[src/rtl/bs_cfg_pkg.sv]
// Shared types and helpers for the configuration-chain bitstream loader.
package bs_cfg_pkg;

   // Width of one configuration byte on the host stream.
   localparam int BS_BYTE_W = 8;

   // Loader pass states.
   typedef enum logic [1:0] {
      IDLE   = 2'd0,
      LOAD   = 2'd1,
      VERIFY = 2'd2
   } bs_state_t;

   // Counter width able to hold the values 0..bits inclusive.
   function automatic int bs_cnt_w(input int bits);
      return $clog2(bits + 1);
   endfunction

endpackage

[src/rtl/bs_byte_serializer.sv]
// Byte-to-bit serializer for the configuration chain: one holding register in
// front of an 8-bit MSB-first shift register, driving registered chain pins.
//
// Handshake: a byte transfers on a rising edge where i_in_valid and o_in_ready
// are both high. o_in_ready depends only on internal state, never on
// i_in_valid; the host may hold i_in_valid and i_in_data until it sees the
// transfer.
module bs_byte_serializer
   import bs_cfg_pkg::*;
(
   input  logic                 i_clk,
   input  logic                 i_reset,
   input  logic                 i_active,
   input  logic                 i_quota_ok,
   input  logic [BS_BYTE_W-1:0] i_in_data,
   input  logic                 i_in_valid,
   output logic                 o_in_ready,
   output logic                 o_accept,
   output logic                 o_cfg_en,
   output logic                 o_cfg_bit,
   output logic                 o_shift
);

   logic [BS_BYTE_W-1:0] r_hold_data;
   logic                 r_hold_full;
   logic [BS_BYTE_W-1:0] r_sh_data;   // bits still to be shifted, MSB next
   logic [2:0]           r_sh_cnt;    // number of bits left in r_sh_data
   logic                 r_cfg_en;
   logic                 r_cfg_bit;

   logic                 w_in_ready;
   logic                 w_accept;
   logic                 w_sh_busy;
   logic [BS_BYTE_W-1:0] w_src;

   assign w_in_ready = i_active && !r_hold_full && i_quota_ok;
   assign w_accept   = w_in_ready && i_in_valid;
   assign w_sh_busy  = (r_sh_cnt != 3'd0);
   // A waiting byte in the holding register has priority; otherwise a byte
   // arriving this cycle bypasses the holding register straight into the
   // shifter so its MSB reaches the chain on the very next cycle.
   assign w_src      = r_hold_full ? r_hold_data : i_in_data;

   // Shift one bit per cycle, reloading from the holding register (or the
   // incoming byte) on the cycle the current byte's last bit is on the pins.
   always_ff @(posedge i_clk) begin
      if (i_reset) begin
         r_hold_data <= '0;
         r_hold_full <= 1'b0;
         r_sh_data   <= '0;
         r_sh_cnt    <= 3'd0;
         r_cfg_en    <= 1'b0;
         r_cfg_bit   <= 1'b0;
      end else if (w_sh_busy) begin
         r_cfg_en  <= 1'b1;
         r_cfg_bit <= r_sh_data[BS_BYTE_W-1];
         r_sh_data <= {r_sh_data[BS_BYTE_W-2:0], 1'b0};
         r_sh_cnt  <= r_sh_cnt - 3'd1;
         if (w_accept) begin
            r_hold_data <= i_in_data;
            r_hold_full <= 1'b1;
         end
      end else if (r_hold_full || w_accept) begin
         r_cfg_en    <= 1'b1;
         r_cfg_bit   <= w_src[BS_BYTE_W-1];
         r_sh_data   <= {w_src[BS_BYTE_W-2:0], 1'b0};
         r_sh_cnt    <= 3'd7;
         r_hold_full <= 1'b0;
      end else begin
         // Starved: chain holds until a byte shows up.
         r_cfg_en <= 1'b0;
      end
   end

   assign o_in_ready = w_in_ready;
   assign o_accept   = w_accept;
   assign o_cfg_en   = r_cfg_en;
   assign o_cfg_bit  = r_cfg_bit;
   assign o_shift    = r_cfg_en;   // the chain shifts on every cycle cfg_en is high

endmodule

[src/rtl/bs_config_loader.sv]
// Host-side configuration chain loader: streams BS_BITS bits into the chain
// and optionally re-streams them while comparing the bits that fall out.
module bs_config_loader
   import bs_cfg_pkg::*;
#(
   parameter int BS_BITS = 256
) (
   input  logic                 i_clk,
   input  logic                 i_reset,
   input  logic                 i_start,
   input  logic                 i_verify,
   input  logic [BS_BYTE_W-1:0] i_in_data,
   input  logic                 i_in_valid,
   output logic                 o_in_ready,
   output logic                 o_cfg_en,
   output logic                 o_cfg_bit,
   input  logic                 i_cfg_ret,
   output logic                 o_busy,
   output logic                 o_done,
   output logic                 o_error,
   output logic [1:0]           o_state
);

   localparam logic [1:0] ST_IDLE   = IDLE;
   localparam logic [1:0] ST_LOAD   = LOAD;
   localparam logic [1:0] ST_VERIFY = VERIFY;

   localparam int NBYTES     = BS_BITS / BS_BYTE_W;
   localparam int CNT_W      = bs_cnt_w(BS_BITS);
   localparam int BYTE_CNT_W = bs_cnt_w(2 * NBYTES);

   localparam logic [CNT_W-1:0]      LAST_SHIFT = CNT_W'(BS_BITS - 1);
   localparam logic [CNT_W-1:0]      BIT_MAX    = CNT_W'(BS_BITS);
   localparam logic [BYTE_CNT_W-1:0] QUOTA_ONE  = BYTE_CNT_W'(NBYTES);
   localparam logic [BYTE_CNT_W-1:0] QUOTA_TWO  = BYTE_CNT_W'(2 * NBYTES);

   logic [1:0]            r_state;
   logic                  r_verify;
   logic [CNT_W-1:0]      r_bit_cnt;
   logic [BYTE_CNT_W-1:0] r_byte_cnt;
   logic                  r_done;
   logic                  r_error;

   logic w_busy;
   logic w_quota_ok;
   logic w_accept;
   logic w_shift;
   logic w_cfg_bit;

   assign w_busy = (r_state != ST_IDLE);

   // The byte count runs across both passes of a verified load, so the first
   // VERIFY byte may be buffered while LOAD's last byte is still shifting and
   // the chain sees no gap between the passes. Each pass still takes exactly
   // BS_BITS/8 bytes.
   assign w_quota_ok = r_verify ? (r_byte_cnt < QUOTA_TWO)
                                : (r_byte_cnt < QUOTA_ONE);

   bs_byte_serializer u_ser (
      .i_clk      (i_clk),
      .i_reset    (i_reset),
      .i_active   (w_busy),
      .i_quota_ok (w_quota_ok),
      .i_in_data  (i_in_data),
      .i_in_valid (i_in_valid),
      .o_in_ready (o_in_ready),
      .o_accept   (w_accept),
      .o_cfg_en   (o_cfg_en),
      .o_cfg_bit  (w_cfg_bit),
      .o_shift    (w_shift)
   );

   assign o_cfg_bit = w_cfg_bit;

   // Pass sequencing, shift/byte counting, verify compare and done pulse.
   always_ff @(posedge i_clk) begin
      if (i_reset) begin
         r_state    <= ST_IDLE;
         r_verify   <= 1'b0;
         r_bit_cnt  <= '0;
         r_byte_cnt <= '0;
         r_done     <= 1'b0;
         r_error    <= 1'b0;
      end else begin
         r_done <= 1'b0;
         case (r_state)
            ST_IDLE: begin
               if (i_start) begin
                  r_verify   <= i_verify;
                  r_error    <= 1'b0;
                  r_bit_cnt  <= '0;
                  r_byte_cnt <= '0;
                  r_state    <= ST_LOAD;
               end
            end
            ST_LOAD, ST_VERIFY: begin
               if (w_accept) begin
                  r_byte_cnt <= r_byte_cnt + 1'b1;
               end
               if (w_shift) begin
                  // The chain is BS_BITS deep, so the bit falling out now is
                  // the one LOAD shifted in at the same position.
                  if ((r_state == ST_VERIFY) && (i_cfg_ret != w_cfg_bit)) begin
                     r_error <= 1'b1;
                  end
                  if (r_bit_cnt == LAST_SHIFT) begin
                     r_bit_cnt <= '0;
                     if ((r_state == ST_LOAD) && r_verify) begin
                        r_state <= ST_VERIFY;
                     end else begin
                        r_state <= ST_IDLE;
                        r_done  <= 1'b1;
                     end
                  end else if (r_bit_cnt != BIT_MAX) begin
                     r_bit_cnt <= r_bit_cnt + 1'b1;
                  end
               end
            end
            default: begin
               r_state <= ST_IDLE;
            end
         endcase
      end
   end

   assign o_busy  = w_busy;
   assign o_done  = r_done;
   assign o_error = r_error;
   assign o_state = r_state;

endmodule
[config.mk]
export PLATFORM = sky130hd
export DESIGN_NAME = bs_config_loader
export DESIGN_NICKNAME = d
export VERILOG_FILES = /design/src/rtl/bs_cfg_pkg.sv /design/src/rtl/bs_byte_serializer.sv /design/src/rtl/bs_config_loader.sv
export SDC_FILE = /design/constraint.sdc
export NUM_CORES = 1
export LEC_CHECK = 0
export CAP_MARGIN = 40
export CORE_MARGIN = 5
export CORE_UTILIZATION = 55
export DETAILED_ROUTE_END_ITERATION = 16
export PLACE_DENSITY = 0.86
export SLEW_MARGIN = 10
export SYNTH_ARGS = -nofsm -noshare
export SYNTH_HDL_FRONTEND = slang
export SYNTH_SLANG_ARGS = --single-unit
[constraint.sdc]
create_clock -name i_clk -period 3.9 [get_ports i_clk]
set_input_delay 0.78 -clock i_clk [delete_from_list [all_inputs] [get_ports i_clk]]
set_output_delay 0.78 -clock i_clk [all_outputs]
set_load 0.05 [all_outputs]
; ---- After elaboration in Yosys (flattened, before gate mapping)
; Cells that the tools add are included.
[classes]
order_cmp = 2
reduce_logical = 21
n_eq_ne = 12
muxes = 31
addsub = 3
bitwise_logic = 3
[ops]
columns = cell, count
row1 = $mux W9, 4
row2 = $mux W8, 3
row3 = $pmux W9 S2, 1
row4 = $mux W7, 2
row5 = $pmux W7 S2, 1
row6 = $mux W1, 12
row7 = $add A9 B1 Y9 const B, 1
row8 = $eq A9 B8 Y1 const B, 1
row9 = $ne A9 B9 Y1 const B, 1
row10 = $mux W2, 4
row11 = $reduce_and A4 Y1, 2
row12 = $add A7 B1 Y7 const B, 1
row13 = $lt A7 B6 Y1 const B, 1
row14 = $lt A7 B7 Y1 const B, 1
row15 = $mux W3, 2
row16 = $ne A2 B1 Y1 const B, 3
row17 = $ne A2 B2 Y1 const B, 3
row18 = $reduce_and A2 Y1, 3
row19 = $reduce_and A3 Y1, 2
row20 = $reduce_bool A2 Y1, 3
row21 = $logic_and A1 B1 Y1, 5
row22 = $pmux W2 S2, 1
row23 = $reduce_or A4 Y1, 1
row24 = $ne A3 B3 Y1 const B, 1
row25 = 11 further kinds, 13
[word_totals]
wordCells = 84
input_bits = 14
output_inout_bits = 8
register_bits = 42

; ---- Longest topological paths before layout
[logic_depth]
depth_word = 7
ltp_mapped = 7
depth_no_buf = 6

; ---- Modules after synthesis
; From an unflattened synthesis, not the netlist that was laid out.
[unflattened]
hier_cells = 254
hier_area_um2 = 2243.4
[by_module_without_submodules]
columns = module, seq_area_each_um2, cells_each, n_inst, area_each_um2
row1 = bs_config_loader, 420.4, 137, 1, 1163.6
row2 = bs_byte_serializer, 420.4, 117, 1, 1079.8

; ---- Least setup slack after synthesis
; OpenSTA, ideal clock, no wires.
[synth_path]
kind = reg2out
startpoint = register r_state[0] (netlist: o_state[0])
endpoint = output o_in_ready
path_stages_with_launch = 5
setup_slack_ps = 1267
n_path_buf = 0
arrival_ps = 1853
required_time_ps = 3120
path_cell_list = dfxtp_1 -> inv_1 -> ha_1 -> nor2_1 -> and3_1
[synth_between]
elab_chain_cells = 3
[synth_lines]
columns = item, line_no
row1 = "start, declared", bs_config_loader.sv:37  ; logic [1:0] r_state;
row2 = "start signal, assigned", bs_config_loader.sv:78  ; r_state <= ST_IDLE;
row3 = "start signal, assigned", bs_config_loader.sv:93  ; r_state <= ST_LOAD;
row4 = "start signal, assigned", bs_config_loader.sv:109  ; r_state <= ST_VERIFY;
row5 = $reduce_bool A2 Y1, bs_config_loader.sv:50  ; assign w_busy = (r_state != ST_IDLE);
row6 = $logic_and A1 B1 Y1 (2 in a row), bs_byte_serializer.sv:36  ; assign w_in_ready = i_active && !r_hold_full && i_quota_ok;
row7 = "end, declared", bs_config_loader.sv:14  ; output logic o_in_ready,
; Every way passes these cells.

; ---- Final worst setup path
; Ends and elaborated chain as after synthesis.

==> metrics.cfg <==
[placed_design]
io_buffers = 21
place_ws_ns = 1.01
dp.cells = 310
hpwl_mm = 3.36
dpl_cell_area_sq_um = 2390
place_congestion = 0.945

[cells_and_area]
area_growth_pct = 15.3
regArea_sq_um = 841
antenna_cells = 0
nFillCells = 319
final_util = 0.666
fin_nets = 293
multi_input_area_sq_um = 1210
drive_gt1_frac = 0.0815
final_cell_count_no_fill = 318
fin_area_sq_um = 2480

[clock_network]
clk_pin_slew_worst_paths_ns = 0.08
cts_buffers = 5
clkSinkCount = 42
htreeDepth = 2
cts_hold_buffers = 0
postCtsSetupRepairBufs = 0
cts_tree = done
clockBufferDepth = 2
postCtsResizedCells = 0
insertion_delay_ns = 0.31
cts_root_buf = clkbuf_8

[sta]
finalCritPeriodShare = 0.833
finalHoldViolCount = 0
relSlewSlack = 0.424
maxSlewViolCount = 0
setup_violations = 0
fin_ws_ns = 0.650
hold_ws_ns = 0.471
finalCriticalPeriod_ns = 3.25
fmax_ghz = 0.308
clock_skew_ns = 0.0113
grt_setup_unrepaired = no
tightest_slew_ns = 0.860
finalSetupTns_ns = 0

[global_route]
grt_pass1_vias = 1776
gr-usage-all-layers = 0.198
overflow = 0
antenna_found_initial = 0
grt_pass1_wl_mm = 8.25
grt_max_degree = 25

[setup_path]
worst_ep_required_time_ns = 3.12
path_max_fanout = 6
cp_cell_sequence = inv_1, ha_1, nor2_1, and3_1, clkdlybuf4s50_1
critPathLaunchType = flip-flop
criticalPathCategory = reg2out
max_stage_delay_ns = 0.80
rrSetupSlack_ns = 1.41
critPathSlowestCell = clkdlybuf4s50_1
worst_ep_arrival_time_ns = 2.47
cp-end-kind = primary output

[floorplan]
start_util = 0.578
ioPinCount = 22
die-area_sq_um = 5250
core_sq_um = 3720
die_w_um = 72.5
rows = 22
die_h_um = 72.5

[yosys]
synth_area_leader_cell = dfxtp_1
synth_seq_cells = 42
synthArstFlopShare = 0
syn_avg_cell_area_sq_um = 8.55
yosysWarnings = 0
netlist.area_leader.share = 0.392
synth_seq_area_share = 0.392
syn_nets = 275
synth_edf_count = 0
synth_area_sq_um = 2150
synthCells = 251
yosys.cell_types.count = 45
synth_area_leaders = dfxtp_1 (39%), nand3_1 (6.5%), ha_1 (5.8%), a21oi_1 (4.7%), mux2_2 (4.2%)
ys.flop_type = dfxtp_1

[min_path]
hold_class = reg2reg

[power_and_ir_drop]
pwr-share-clk = 0.193
p_comb_frac = 0.438
p_int_mw = 0.846
peakVddDrop_uv = 379
power.switching_mw = 0.629
swShare = 0.427
power.leakage_nw = 0.871
p_per_area_nw_per_um2 = 596
finalPower_mw = 1.48
p_seq_frac = 0.369

[route]
firstDrtPassIters = 4
dr_total_vias = 1961
drcViolationCount = 0
wl_met3_um = 235
routedWlPerCell_um = 15.0
met1Wirelength_mm = 2.25
highest_layer = met4
wirelength_mm = 4.78
drt-initial-drc-count = 218
met2_length_mm = 2.25
via_per_inst = 6.17
ant_nets = 0

[flow_run]
drv_cap = 0

[status]
status = complete, no violations

[cell usage after synthesis (2+ instances only)]
master / count
dfxtp_1: 42
nand3_1: 28
a21oi_1: 20
nand2_1: 19
o21ai_0: 15
inv_1: 14
a31oi_1: 10
clkbuf_1: 10
ha_1: 10
nor2_1: 9
mux2_2: 8
nor3_1: 6
a32o_1: 4
mux2i_1: 4
nor4_1: 4
a2bb2oi_1: 3
a31o_2: 3
nand2b_1: 3
nand4_1: 3
o21a_1: 3
a2111oi_0: 2
a41oi_1: 2
and2_1: 2
and3_1: 2
and4_1: 2
nor4b_1: 2
o211ai_1: 2
o311a_1: 2
[layout make-up]
| cell class | count | area share |
|---|---|---|
| multi-input combinational | 183 | 0.488 |
| sequential | 42 | 0.340 |
| timing repair buffer | 23 | 0.0910 |
| clock buffer | 5 | 0.0278 |
| tap | 48 | 0.0243 |
| inverter | 14 | 0.0212 |
| clock inverter | 3 | 0.00859 |
[cells by family (layout without fill, tap and decap cells)]
family / after synthesis / count (layout) / share of synthesized area
AOI/OAI and AO/OA: 73 / 73 / 0.228
xor gates and xnor gates: 2 / 2 / 0.00816
adders and majority gates: 10 / 10 / 0.0583
buffers and inverters: 26 / 45 / 0.0460
DFF: 42 / 42 / 0.392
muxes: 12 / 12 / 0.0606
and+or+nand+nor: 86 / 86 / 0.207
[path summary, 6_finish.rpt]
path                     start           endpoint  cells past startpoint
max reg2reg         o_state[0]       r_bit_cnt[4]                      6
min reg2reg  u_ser.r_sh_cnt[0]  u_ser.r_sh_cnt[0]                      1
max                 o_state[0]         o_in_ready                      5
min          u_ser.r_sh_cnt[0]  u_ser.r_sh_cnt[0]                      1
[cells in the final DEF, fill, tap and decap left out, drive strengths merged, types with 2 or more instances in the layout]
master / n
a31o: 3
nand2: 19
o21a: 3
inv: 14
a41oi: 2
a2111oi: 3
nor4b: 2
a21oi: 20
nor3: 6
buf: 2
and3: 2
o311a: 2
a2bb2oi: 3
clkbuf: 5
mux2: 8
o211ai: 2
ha: 10
dfxtp: 42
a32o: 4
o21ai: 15
clkdlybuf4s50: 21
nand2b: 3
nand3: 28
nor2: 9
nand4: 3
mux2i: 4
clkinv: 2
nor4: 4
and4: 2
a31oi: 10
and2: 2
[per-layer routing]
metal,vias up,global-route usage
met5,-,0
met4,0,0.0656
met3,6,0.0568
met2,46,0.302
met1,941,0.269
li1,968,-
[critical path: cells and delay by family (launching register included)]
family | cells | cell delay, ns
AND/OR/NAND/NOR | 2 | 0.54
adder cells (fa/ha/maj) | 1 | 0.29
buffers and inverters | 2 | 0.92
flip-flops | 1 | 0.42
[power by group through the flow]
stage	clock network [mW]	logic (mW)	registers (mW)
final	0.285	0.646	0.544
after global routing	0.309	0.723	0.554
after CTS	0.291	0.645	0.544
after detailed placement	0	0.641	0.553
after global placement	0	0.632	0.551
after floorplan	0	0.458	0.574
[state kept, by name, summed over array words and instances (netlist names)]
| name | flops |
|---|---|
| o_done | 1 |
| r_verify | 1 |
| u_ser.o_cfg_en | 1 |
| u_ser.r_sh_cnt | 3 |
| u_ser.r_sh_data | 7 |
| r_bit_cnt | 9 |
| o_error | 1 |
| u_ser.r_hold_full | 1 |
| u_ser.o_cfg_bit | 1 |
| r_byte_cnt | 7 |
| o_state | 2 |
| u_ser.r_hold_data | 8 |
Note: power is estimated with default switching activity, not from simulation.
